**config.mk**
```make
export PLATFORM = sky130hd
export DESIGN_NAME = apb_cfg_loader
export DESIGN_NICKNAME = d
export VERILOG_FILES = /design/src/rtl/apb_cfg_loader.sv
export SDC_FILE = /design/constraint.sdc
export NUM_CORES = 1
export LEC_CHECK = 0
export ABC_AREA = 1
export CORE_AREA = 4 4 419 421
export CTS_CLUSTER_SIZE = 14
export DETAILED_ROUTE_END_ITERATION = 10
export DIE_AREA = 0 0 423 425
export PLACE_DENSITY_LB_ADDON = 0.12
export RECOVER_POWER = 100
export SKIP_CTS_REPAIR_TIMING = 1
export SYNTH_ARGS = -nofsm -noshare
export SYNTH_HDL_FRONTEND = slang
export SYNTH_SLANG_ARGS = --single-unit
export TNS_END_PERCENT = 5
```
**constraint.sdc**
```tcl
create_clock -name clk_apb -period 4 [get_ports clk_apb]
set_input_delay 0.4 -clock clk_apb [delete_from_list [all_inputs] [get_ports clk_apb]]
set_output_delay 0.4 -clock clk_apb [all_outputs]
set_load 0.005 [all_outputs]
```
**src/rtl/apb_cfg_loader.sv**
```systemverilog
// APB write-only master that streams a packed configuration vector into the
// register bank of the APB configuration slave, then issues the commit write
// at address NBR_REGS and waits (bounded by TIMEOUT_CYC) for it to complete.
module apb_cfg_loader #(
    parameter int unsigned NBR_REGS    = 32,
    parameter int unsigned TIMEOUT_CYC = 1024
) (
    input  logic                        clk_apb,
    input  logic                        rst_n,
    input  logic                        start,
    input  logic [32*NBR_REGS-1:0]      cfg_regs_p,
    output logic                        busy,
    output logic                        done,
    output logic                        err_timeout,
    output logic [$clog2(NBR_REGS):0]   paddr,
    output logic                        psel,
    output logic                        penable,
    output logic                        pwrite,
    output logic [31:0]                 pwdata,
    input  logic                        pready
);

    localparam int unsigned AW = $clog2(NBR_REGS) + 1;
    localparam int unsigned CW = $clog2(TIMEOUT_CYC);

    typedef enum logic [1:0] {
        IDLE,
        SETUP,
        ACCESS
    } state_t;

    state_t          state_q;
    logic [AW-1:0]   idx_q;
    logic [AW-1:0]   idx_d;
    logic [CW-1:0]   tmo_q;
    logic [31:0]     wdata_d;

    // paddr always mirrors the transfer index, which is itself a register
    assign paddr = idx_q;

    // Next index and its write word; the commit slot (idx = NBR_REGS) matches
    // no word and therefore yields 0
    always_comb begin
        idx_d   = idx_q + AW'(1);
        wdata_d = '0;
        for (int unsigned i = 0; i < NBR_REGS; i++) begin
            if (idx_d == AW'(i)) begin
                wdata_d = cfg_regs_p[32*i +: 32];
            end
        end
    end

    // Transfer sequencer with registered APB and status outputs
    always_ff @(posedge clk_apb or negedge rst_n) begin
        if (!rst_n) begin
            state_q     <= IDLE;
            idx_q       <= '0;
            tmo_q       <= '0;
            busy        <= 1'b0;
            done        <= 1'b0;
            err_timeout <= 1'b0;
            psel        <= 1'b0;
            penable     <= 1'b0;
            pwrite      <= 1'b0;
            pwdata      <= '0;
        end else begin
            done <= 1'b0;
            case (state_q)
                IDLE: begin
                    if (start) begin
                        state_q     <= SETUP;
                        idx_q       <= '0;
                        pwdata      <= cfg_regs_p[31:0];
                        err_timeout <= 1'b0;
                        busy        <= 1'b1;
                        psel        <= 1'b1;
                        penable     <= 1'b0;
                        pwrite      <= 1'b1;
                    end
                end
                SETUP: begin
                    state_q <= ACCESS;
                    penable <= 1'b1;
                    tmo_q   <= '0;
                end
                ACCESS: begin
                    // pready takes priority over the terminal wait count
                    if (pready) begin
                        if (idx_q == AW'(NBR_REGS)) begin
                            state_q <= IDLE;
                            busy    <= 1'b0;
                            done    <= 1'b1;
                            psel    <= 1'b0;
                            penable <= 1'b0;
                            pwrite  <= 1'b0;
                        end else begin
                            state_q <= SETUP;
                            idx_q   <= idx_d;
                            pwdata  <= wdata_d;
                            penable <= 1'b0;
                        end
                    end else if (tmo_q == CW'(TIMEOUT_CYC - 1)) begin
                        state_q     <= IDLE;
                        busy        <= 1'b0;
                        done        <= 1'b1;
                        err_timeout <= 1'b1;
                        psel        <= 1'b0;
                        penable     <= 1'b0;
                        pwrite      <= 1'b0;
                    end else begin
                        tmo_q <= tmo_q + CW'(1);
                    end
                end
                default: state_q <= IDLE;
            endcase
        end
    end

endmodule

```
# Word level (Yosys, flattened, before mapping)
# Index checks and enable logic that the tools add are counted.
dict set report word_totals {
  output_inout_bits 44
  inputBits 1028
  register_bits 54
}
dict set report classes {
  reduce_logical 11
  addsub 2
  n_eq_ne 43
  mux 63
}
# operator count
set op_table {}
lappend op_table {{$mux 32} 35}
lappend op_table {{$eq 6x5->1 const B} 16}
lappend op_table {{$pmux 32 s2} 1}
lappend op_table {{$eq 6x4->1 const B} 8}
lappend op_table {{$eq 6x3->1 const B} 4}
lappend op_table {{$mux 10} 2}
lappend op_table {{$pmux 10 s2} 1}
lappend op_table {{$mux 6} 3}
lappend op_table {{$mux 1} 13}
lappend op_table {{$eq 6x2->1 const B} 2}
lappend op_table {{$ne 2x2->1 const B} 6}
lappend op_table {{$pmux 6 s2} 1}
lappend op_table {{$reduce_and 4->1} 3}
lappend op_table {{$add 10x1->10 const B} 1}
lappend op_table {{$eq 10x10->1 const B} 1}
lappend op_table {{$add 6x1->6 const B} 1}
lappend op_table {{$eq 6x1->1 const B} 1}
lappend op_table {{$eq 6x6->1 const B} 1}
lappend op_table {{$logic_not 6->1} 1}
lappend op_table {{$mux 2} 3}
lappend op_table {{$ne 3x3->1 const B} 2}
lappend op_table {{$pmux 2 s3} 1}
lappend op_table {{$reduce_and 3->1} 2}
lappend op_table {{$pmux 1 s2} 2}
lappend op_table {{other kinds (7)} 8}

# Longest topological paths before layout
dict set report depth {
  depth_word 37
  ltp_mapped 41
  ltp_nobuf 40
}

# Least setup slack after synthesis
# No wires, ideal clock.
dict set report synth_timing {
  path_type {register to register}
  start {reg idx_q[0] (netlist: paddr[0])}
  end {reg pwdata[10]}
  slack_ns 0.581
  path_stages_with_launch 40
  path_buffers 2
  t_arrival_ns 3.297
  setup_ns 0.122
  cell_sequence {dfrtp_1 ha_1 inv_1 nand2_1 nand2_1 nand3_2 nor2_4 nand2_1 buf_2 buf_2 o211ai_1 nand3_1 nand2_1 nand3_1 nand3_1 nand3_1 nand2_1 nand3_1 (+4 left out) nand2_1 nand4_1 nand2_1 nand2_1 nand2_1 nand2_1 nand3_1 nand2_1 nand2_1 nand3_1 nand2_1 nand2_1 nand2_1 nand4_1 nand2_1 nand2_1 nand2_1 a21oi_1}
}
dict set report synth_via {
  elab_chain_len 37
}
# item line
set synth_lines {}
lappend synth_lines {{start: declaration} 33} ;# logic [AW-1:0] idx_q;
lappend synth_lines {{start signal: assignment} 98} ;# idx_q <= idx_d;
lappend synth_lines {{$add 6x1->6} 44} ;# idx_d = idx_q + AW'(1);
lappend synth_lines {{$logic_not 6->1} 47} ;# if (idx_d == AW'(i)) begin
lappend synth_lines {{$mux 32 (32 in a row)} 47}
lappend synth_lines {{$mux 32} 89} ;# if (idx_q == AW'(NBR_REGS)) begin
lappend synth_lines {{$mux 32} 88} ;# if (pready) begin
lappend synth_lines {{$pmux 32 s2} 68} ;# case (state_q)
lappend synth_lines {{end signal: assignment} 73} ;# pwdata <= cfg_regs_p[31:0];
lappend synth_lines {{end signal: assignment} 99} ;# pwdata <= wdata_d;
lappend synth_lines {{end: declaration} 19} ;# output logic [31:0] pwdata,
# Parallel ways exist; a longest one is shown, timed or not. The select of a mux whose other input is x is not followed.
# A chain may end at the register's enable or synchronous reset.

# Worst setup path in the final report
dict set report layout_timing {
  start {reg idx_q[1] (netlist: paddr[1])}
  end {reg pwdata[12]}
}
# The elaborated chain is that of the path after synthesis.

==> impl_results.md <==
- Wirelength per Cell: between 20 and 30 um
- Reg-to-Reg Start: paddr[1]$_DFFE_PN0P_
- Share of the synthesized area in the top cell type: a little under a third
- Cell taking the most area after synthesis: sky130_fd_sc_hd__nand2_1
- Final setup margin: -1.16 ns
- Count of endpoints failing setup in the final report: 32
- Switching share of power: 57.6%
- Setup TNS: -28.29 ns
- Slew @ Worst Pin: 1.90 ns
- Share of synthesized area occupied by flip-flops and latches: around 9.9%
- Initial core utilization: 7.98%
- Register bit total from synthesis: 54
- Final worst hold slack: 0.502 ns
- Peak Freq: 0.194 GHz
- CTS tree: yes
- First-pass DRT Iterations: 7
- Count of nets left with antenna violations after detail routing: 0
- Largest incremental delay on the critical path: 0.57 ns
- Die boundary width: roughly 420 um
- IO buf count: 1071
- Syn Area/Cell: 4.84 um2
- Net switching power: 6.42 mW
- Cell Count, Final, Fillers Out: between 6000 and 7000
- Number of distinct library cell variants in the gate-level netlist after synthesis: 43
- Maximum clock path buffer count: 2
- Placed Area: 0.0298 mm2
- Type of destination of the critical path: register
- Relative contribution of the clock network to total power: around 4.3%
- Synthesized Nets: 3863
- Crit share post-route: 129%
- Sum of routed wire length over all layers: 166 mm
- Reg2Reg Capture Point: pwdata[12]$_DFFE_PN0P_
- Worst min path class: reg2reg
- Root Buffer Master: sky130_fd_sc_hd__clkbuf_16
- RePlAce Congestion: 0.913
- Main synth FF type: sky130_fd_sc_hd__dfrtp_1
- CP max-delay cell: sky130_fd_sc_hd__o211ai_1
- Combinational share of power: 87.4%
- Cells after synthesis: ~2800
- Run status: finished with violations
- Maximum level of the CTS H-tree: 2
- Number of enable flip-flop cells after synthesis: 0
- Total power density per cell area: 358 mW/mm2
- Synth-to-layout area growth: 127%
- Core area: 0.171 mm2
- Endpoint, Worst Hold: err_timeout$_DFFE_PN0P_
- CTS clock-pin slew for the worst setup and hold paths: 0.08 ns
- Ratio of cells with drive above 1 in the final layout: 19.2%
- R2R setup slack: -1.16 ns
- Cell Count Post-Placement: about 6400
- Number of DRC violations after detailed routing: 0
- Power share of the sequential group: 8.3%
- # rows: 152
- Fill cell instance count of the final layout: roughly 20000
- Via count of the first global-routing pass: 24000
- Most frequent cell after synthesis: sky130_fd_sc_hd__nand2_1
- Antenna violations before repair: 46
- Pin count of the biggest net entering global routing: 66
- Post-synthesis instance area: roughly 0.014 mm2
- Total clock sinks: 54
- Die Footprint: 0.180 mm2
- Int Pwr: about 4.7 mW
- Final-report max-slew violation count: 57
- Worst setup path class: reg2reg
- First-pass GRT wire length: 215 mm
- DIE HEIGHT: 425 um
- Worst clock skew on the final layout: 0.00713 ns
- Yosys Warn Count: 0
- Largest voltage drop on the vdd net: around 0.00024 V
- Reported leakage power: around 13 nW
- Clock Latency Late Sink: about 0.31 ns
- Cell count of the worst reg-to-reg path: 40
- Violated checks: capacitance limit, slew limit, setup timing
- Number of stages on the worst hold path: 1
- Design area: 0.0311 mm2
- Proportion of synthesized flip-flops having asynchronous set or reset: 100%
- MaxCap Viol Count: 2
- Total global-route track usage: approximately 17%
- Hold wc startpoint: err_timeout$_DFFE_PN0P_
- Required time of the critical path: 4.19 ns
- I/O pin count: between 1000 and 1500
- Total number of vias: 23200
- Final Critical Period: just over 5 ns
- Worst slew margin relative to its limit: -26.4%
- Data arrival time at the worst-slack endpoint: 5.35 ns
- Final #Nets: a little over 5000
- Avg Vias per Cell: 3.63
- Cell types with the largest area share after synthesis: sky130_fd_sc_hd__nand2_1 32%, sky130_fd_sc_hd__nand3_1 15%, sky130_fd_sc_hd__dfrtp_1 9.9%, sky130_fd_sc_hd__or2_2 7.2%, sky130_fd_sc_hd__a21oi_1 7.1%
- Maximum fanout count along the critical path: 7
- Core occupancy in the finished layout: 18.2%
- Sum of overflow across all layers after global routing: 0
- Leading cell types by count after synthesis: 1164 x sky130_fd_sc_hd__nand2_1, 400 x sky130_fd_sc_hd__nand3_1, 209 x sky130_fd_sc_hd__inv_1, 194 x sky130_fd_sc_hd__nor2_1, 193 x sky130_fd_sc_hd__a21oi_1
- Count of routing violations after the opening detailed-route iteration: 1586
- Dominant cell type by count on the critical path: sky130_fd_sc_hd__nand2_2
- Final hold violations: 0
- Final HPWL from detailed placement: between 100 and 150 mm
- Unrepaired setup endpoints after global routing: yes
- Clock buffers created by TritonCTS: 5
- Type of origin of the critical path: register
-- worst max path at each step --
stage	startpoint	endpoint	cells past startpoint
2_1_floorplan	paddr[0]$_DFFE_PN0P_	pwdata[10]$_DFFE_PN0P_	39
3_3_place_gp	paddr[0]$_DFFE_PN0P_	pwdata[28]$_DFFE_PN0P_	41
3_5_place_dp	paddr[0]$_DFFE_PN0P_	pwdata[28]$_DFFE_PN0P_	41
4_1_cts	paddr[0]$_DFFE_PN0P_	pwdata[28]$_DFFE_PN0P_	41
5_1_grt	paddr[0]$_DFFE_PN0P_	pwdata[12]$_DFFE_PN0P_	40
6_report	paddr[1]$_DFFE_PN0P_	pwdata[12]$_DFFE_PN0P_	40
-- registers in the layout (all words and copies together) (netlist names) --
name and count:
pwdata 32, err_timeout 1, done 1, state_q 2, penable 1, tmo_q 10, pwrite 1, paddr 6
-- layout by cell type, fill, tap and decap left out, drive strengths merged --
master         netlist  routed
a21oi              193     193
a22o                 1       1
a32o                 1       1
and3                 1       1
buf                 78     345
clkbuf             111      11
clkdlybuf4s50        0    1030
clkinv               4       5
dfrtp               54      54
diode                0      17
dlygate4sd3          0      40
ha                   7       7
inv                224     224
mux2i                1       1
nand2             1167    1167
nand3              401     401
nand3b              18      18
nand4               53      53
nor2               199     199
nor3                13      13
nor3b                1       1
nor4                 3       3
o211ai              13      13
o21a                 1       1
o21ai               85      85
o21bai               5       5
o22ai                6       6
o32ai                1       1
or2                183     183
xor2                 4       4
-- through the flow --
step                      total power, mW  setup slack [ns]
final                                11.1             -1.16
after global routing                 12.1             -1.47
after CTS                            11.0             -1.72
after detailed placement             10.4             -1.70
after global placement               10.4             -1.70
after floorplan                      4.20             0.581
-- power by group through the flow --
stage / Combinational, mW / Clock (mW) / Sequential, mW
final: 9.74 / 0.478 / 0.931
after global routing: 10.6 / 0.515 / 0.962
after CTS: 9.51 / 0.500 / 0.948
after detailed placement: 9.48 / 0 / 0.957
after global placement: 9.49 / 0 / 0.955
after floorplan: 3.31 / 0 / 0.894
-- cells by family (layout without fill, tap and decap cells) --
| family | count (synthesis) | count (layout) | share of synthesized area [%] |
|---|---|---|---|
| other cells | 0 | 17 | 0 |
| fa+ha+maj | 7 | 7 | 0.640 |
| simple gates | 2039 | 2039 | 65.1 |
| mux | 1 | 1 | 0.0732 |
| compound gates | 306 | 306 | 11.7 |
| buf+inv | 417 | 1655 | 12.2 |
| xor+xnor | 4 | 4 | 0.311 |
| flops | 54 | 54 | 9.88 |
-- critical path: cells and delay by family, from the launching register on --
| kind | cells | cell delay, ns |
|---|---|---|
| compound gates | 4 | 0.95 |
| simple gates | 31 | 3.02 |
| flops | 1 | 0.42 |
| buf+inv | 5 | 0.65 |
-- layout make-up --
class	instances	area, um2	area share (%)
flip-flops and latches	54	1350	4.35
clock inverters	1	5.00	0.0161
diodes	17	42.5	0.137
repair buffers	1419	14100	45.4
well taps	2310	2890	9.29
multi-input cells	2357	11700	37.6
inverters	228	866	2.78
clock buffers	7	143	0.458
-- per-layer routing --
layer / track usage [%] / part of all wire, %
met1: 20.7 / 41
met4: 1.89 / 1.1
met2: 33.5 / 54
met5: 0 / 0.062
met3: 2.64 / 4.7
(Power assumes the default switching activity.)
==> edit (same flow settings) <==
Reset style: synchronous (`rst_n`), changed in one clocked block.
--- a/src/rtl/apb_cfg_loader.sv
+++ b/src/rtl/apb_cfg_loader.sv
@@ -52,5 +52,5 @@
 
     // Transfer sequencer with registered APB and status outputs
-    always_ff @(posedge clk_apb or negedge rst_n) begin
+    always_ff @(posedge clk_apb) begin
         if (!rst_n) begin
             state_q     <= IDLE;
Behaviour: differs if rst_n is asserted again (counterexample within 4 cycles, from zero or initial values and one cycle with rst_n low); with rst_n held inactive, the same outputs for 4 cycles.
==> edit against the unedited design <==
  * The flow finishes with violations (setup timing)
  * Worst setup slack improved by 110 ps
  * Global-route usage up 0.061 points
  * Core utilization is 0.22 points higher
  * Area after synthesis is 3.5% lower
  * Cell area increased by 1.2%
  * Sequential cell count stayed put
  * Routed wire length increased by 0.59%
  * First-iteration DRC count down 9.2%
  * Critical endpoint is now pwdata[16]
Power is not compared: it rests on default switching activity, and its combinational part moved more than twofold at a synthesized area within 25%.
==> edit: results (changes against the unedited design) <==
Parameter                              Value

Setup path
  Worst-path fanout max    8 (+1)
  Worst-path cell with the longest stage delay    dfxtp_2
  WP data arrival    5260 ps (-90 ps)

Cells and area
  Inserted Diodes    43 (+26)
  Inverters excl. clock    158 (-31%)
  Share of post-route cells with drive strength above 1    0.218 (+0.0257)
  Register cell area after layout    0.00109 sq mm (-20%)
  Total number of nets in the final design    5051 (-0.96%)
  Non-clock buffer total of the final layout    1480 (+4.3%)
  Seq_cells    54 (unchanged)
  Clock-cell share of area    0.00564 (+0.000898)
  Clock buffer cells    6 (-1)
  Register share of the cell area    0.0346 (-0.00894)
  Fill cell instance count of the final layout    19900 (-0.025%)
  Fraction of standard cell area in multi-input logic    0.378 (+0.00203)
  NonClk Buf Share    0.468 (+0.0139)
  Finished Layout Cells    6370 (-0.36%)

GRT
  Met2 Resource Use GR    0.325 (-0.0105)
  Global-route wire length before repair    215 mm (-0.14%)
  Number of global-route vias before repair    24100 (+0.28%)
  Antenna violations before repair    69 (+50%)
  Overall global routing resource usage    0.174 (+0.000613)
  Pin count of the biggest net entering global routing    65 (-1.5%)

Synthesis
  Fraction of the mapped netlist area in compound gates    0.141 (+0.0233)
  XOR/XNOR Fraction of Synth Area    0.00256 (-0.000552)
  Top cells by count, synth    nand2_1, nand3_1, nor2_1
  Post-Synth Adder-Cell Area    0.00663 (+0.000229)
  Async S/R FF share, synth    0 (-1.00)
  Mux cell area share after synthesis    0 (-0.000732)
  Total nets after synthesis    3760 (-2.7%)
  Synthesized netlist cell count    2725 (-3.6%)
  Cell variety after synth    41 (-4.7%)
  Top cell type's share of synthesized area    0.308 (-0.0119)
  Post-synthesis instance area    0.0132 sq mm (-3.5%)
  Top cells by area, synth    nand2_1, nand3_1, dfxtp_1

Run status
  Outcome    finished with violations
  Failing checks    setup timing

Timing
  Accumulated negative setup slack    -28500 ps (-206 ps)
  Setup-failing EPs final    32 (unchanged)
  Tightest slew margin relative to the limit    0.397 (+0.661)
  Setup slack after layout    -1060 ps (+106 ps)

Drt
  Metal-1 WL    66.6 mm (-1.3%)
  Number of optimization iterations in the first detailed-route pass    5 (-2)
  Met2 routed wirelength    88.7 mm (-0.35%)
  Starting DRT DRC Count    1440 (-9.2%)
  Vias after detailed routing    23100 (-0.36%)
  Average wire length per cell after detail routing    26.3 um (+0.95%)
  Met3 Wirelength    8.52 mm (+8.1%)

Placed design
  Cell count after placement    6310 (-0.71%)
  Worst setup slack after placement    -1830 ps (-125 ps)
  Last weighted congestion value of the routability-driven placer    0.890 (-2.5%)
edit: cell count changes in the layout (fill, tap and decap cells not counted), moves of 13 or more:
cell | unedited run | this run
nand2_1 | 1038 | 969
inv_1 | 206 | 138
nand3_1 | 317 | 382
dfrtp_1 | 52 | 0
dfxtp_1 | 0 | 50
buf_4 | 281 | 325
a21oi_1 | 190 | 163
diode_2 | 17 | 43
nor2_1 | 185 | 161
nand4_1 | 52 | 29
nand3_2 | 71 | 92
o211ai_1 | 12 | 29
nand2_2 | 117 | 102
or2_0 | 17 | 4
edit: worst paths after layout:
| kind | to | cells after the start | slack [ps] | start |
|---|---|---|---|---|
| setup / recovery | pwdata[16] | 41 | -1060 | paddr[0] |
| hold / removal | tmo_q[5] | 1 | 440 | tmo_q[5] |
| setup reg to reg | pwdata[16] | 41 | -1060 | paddr[0] |
| hold reg to reg | tmo_q[5] | 1 | 440 | tmo_q[5] |
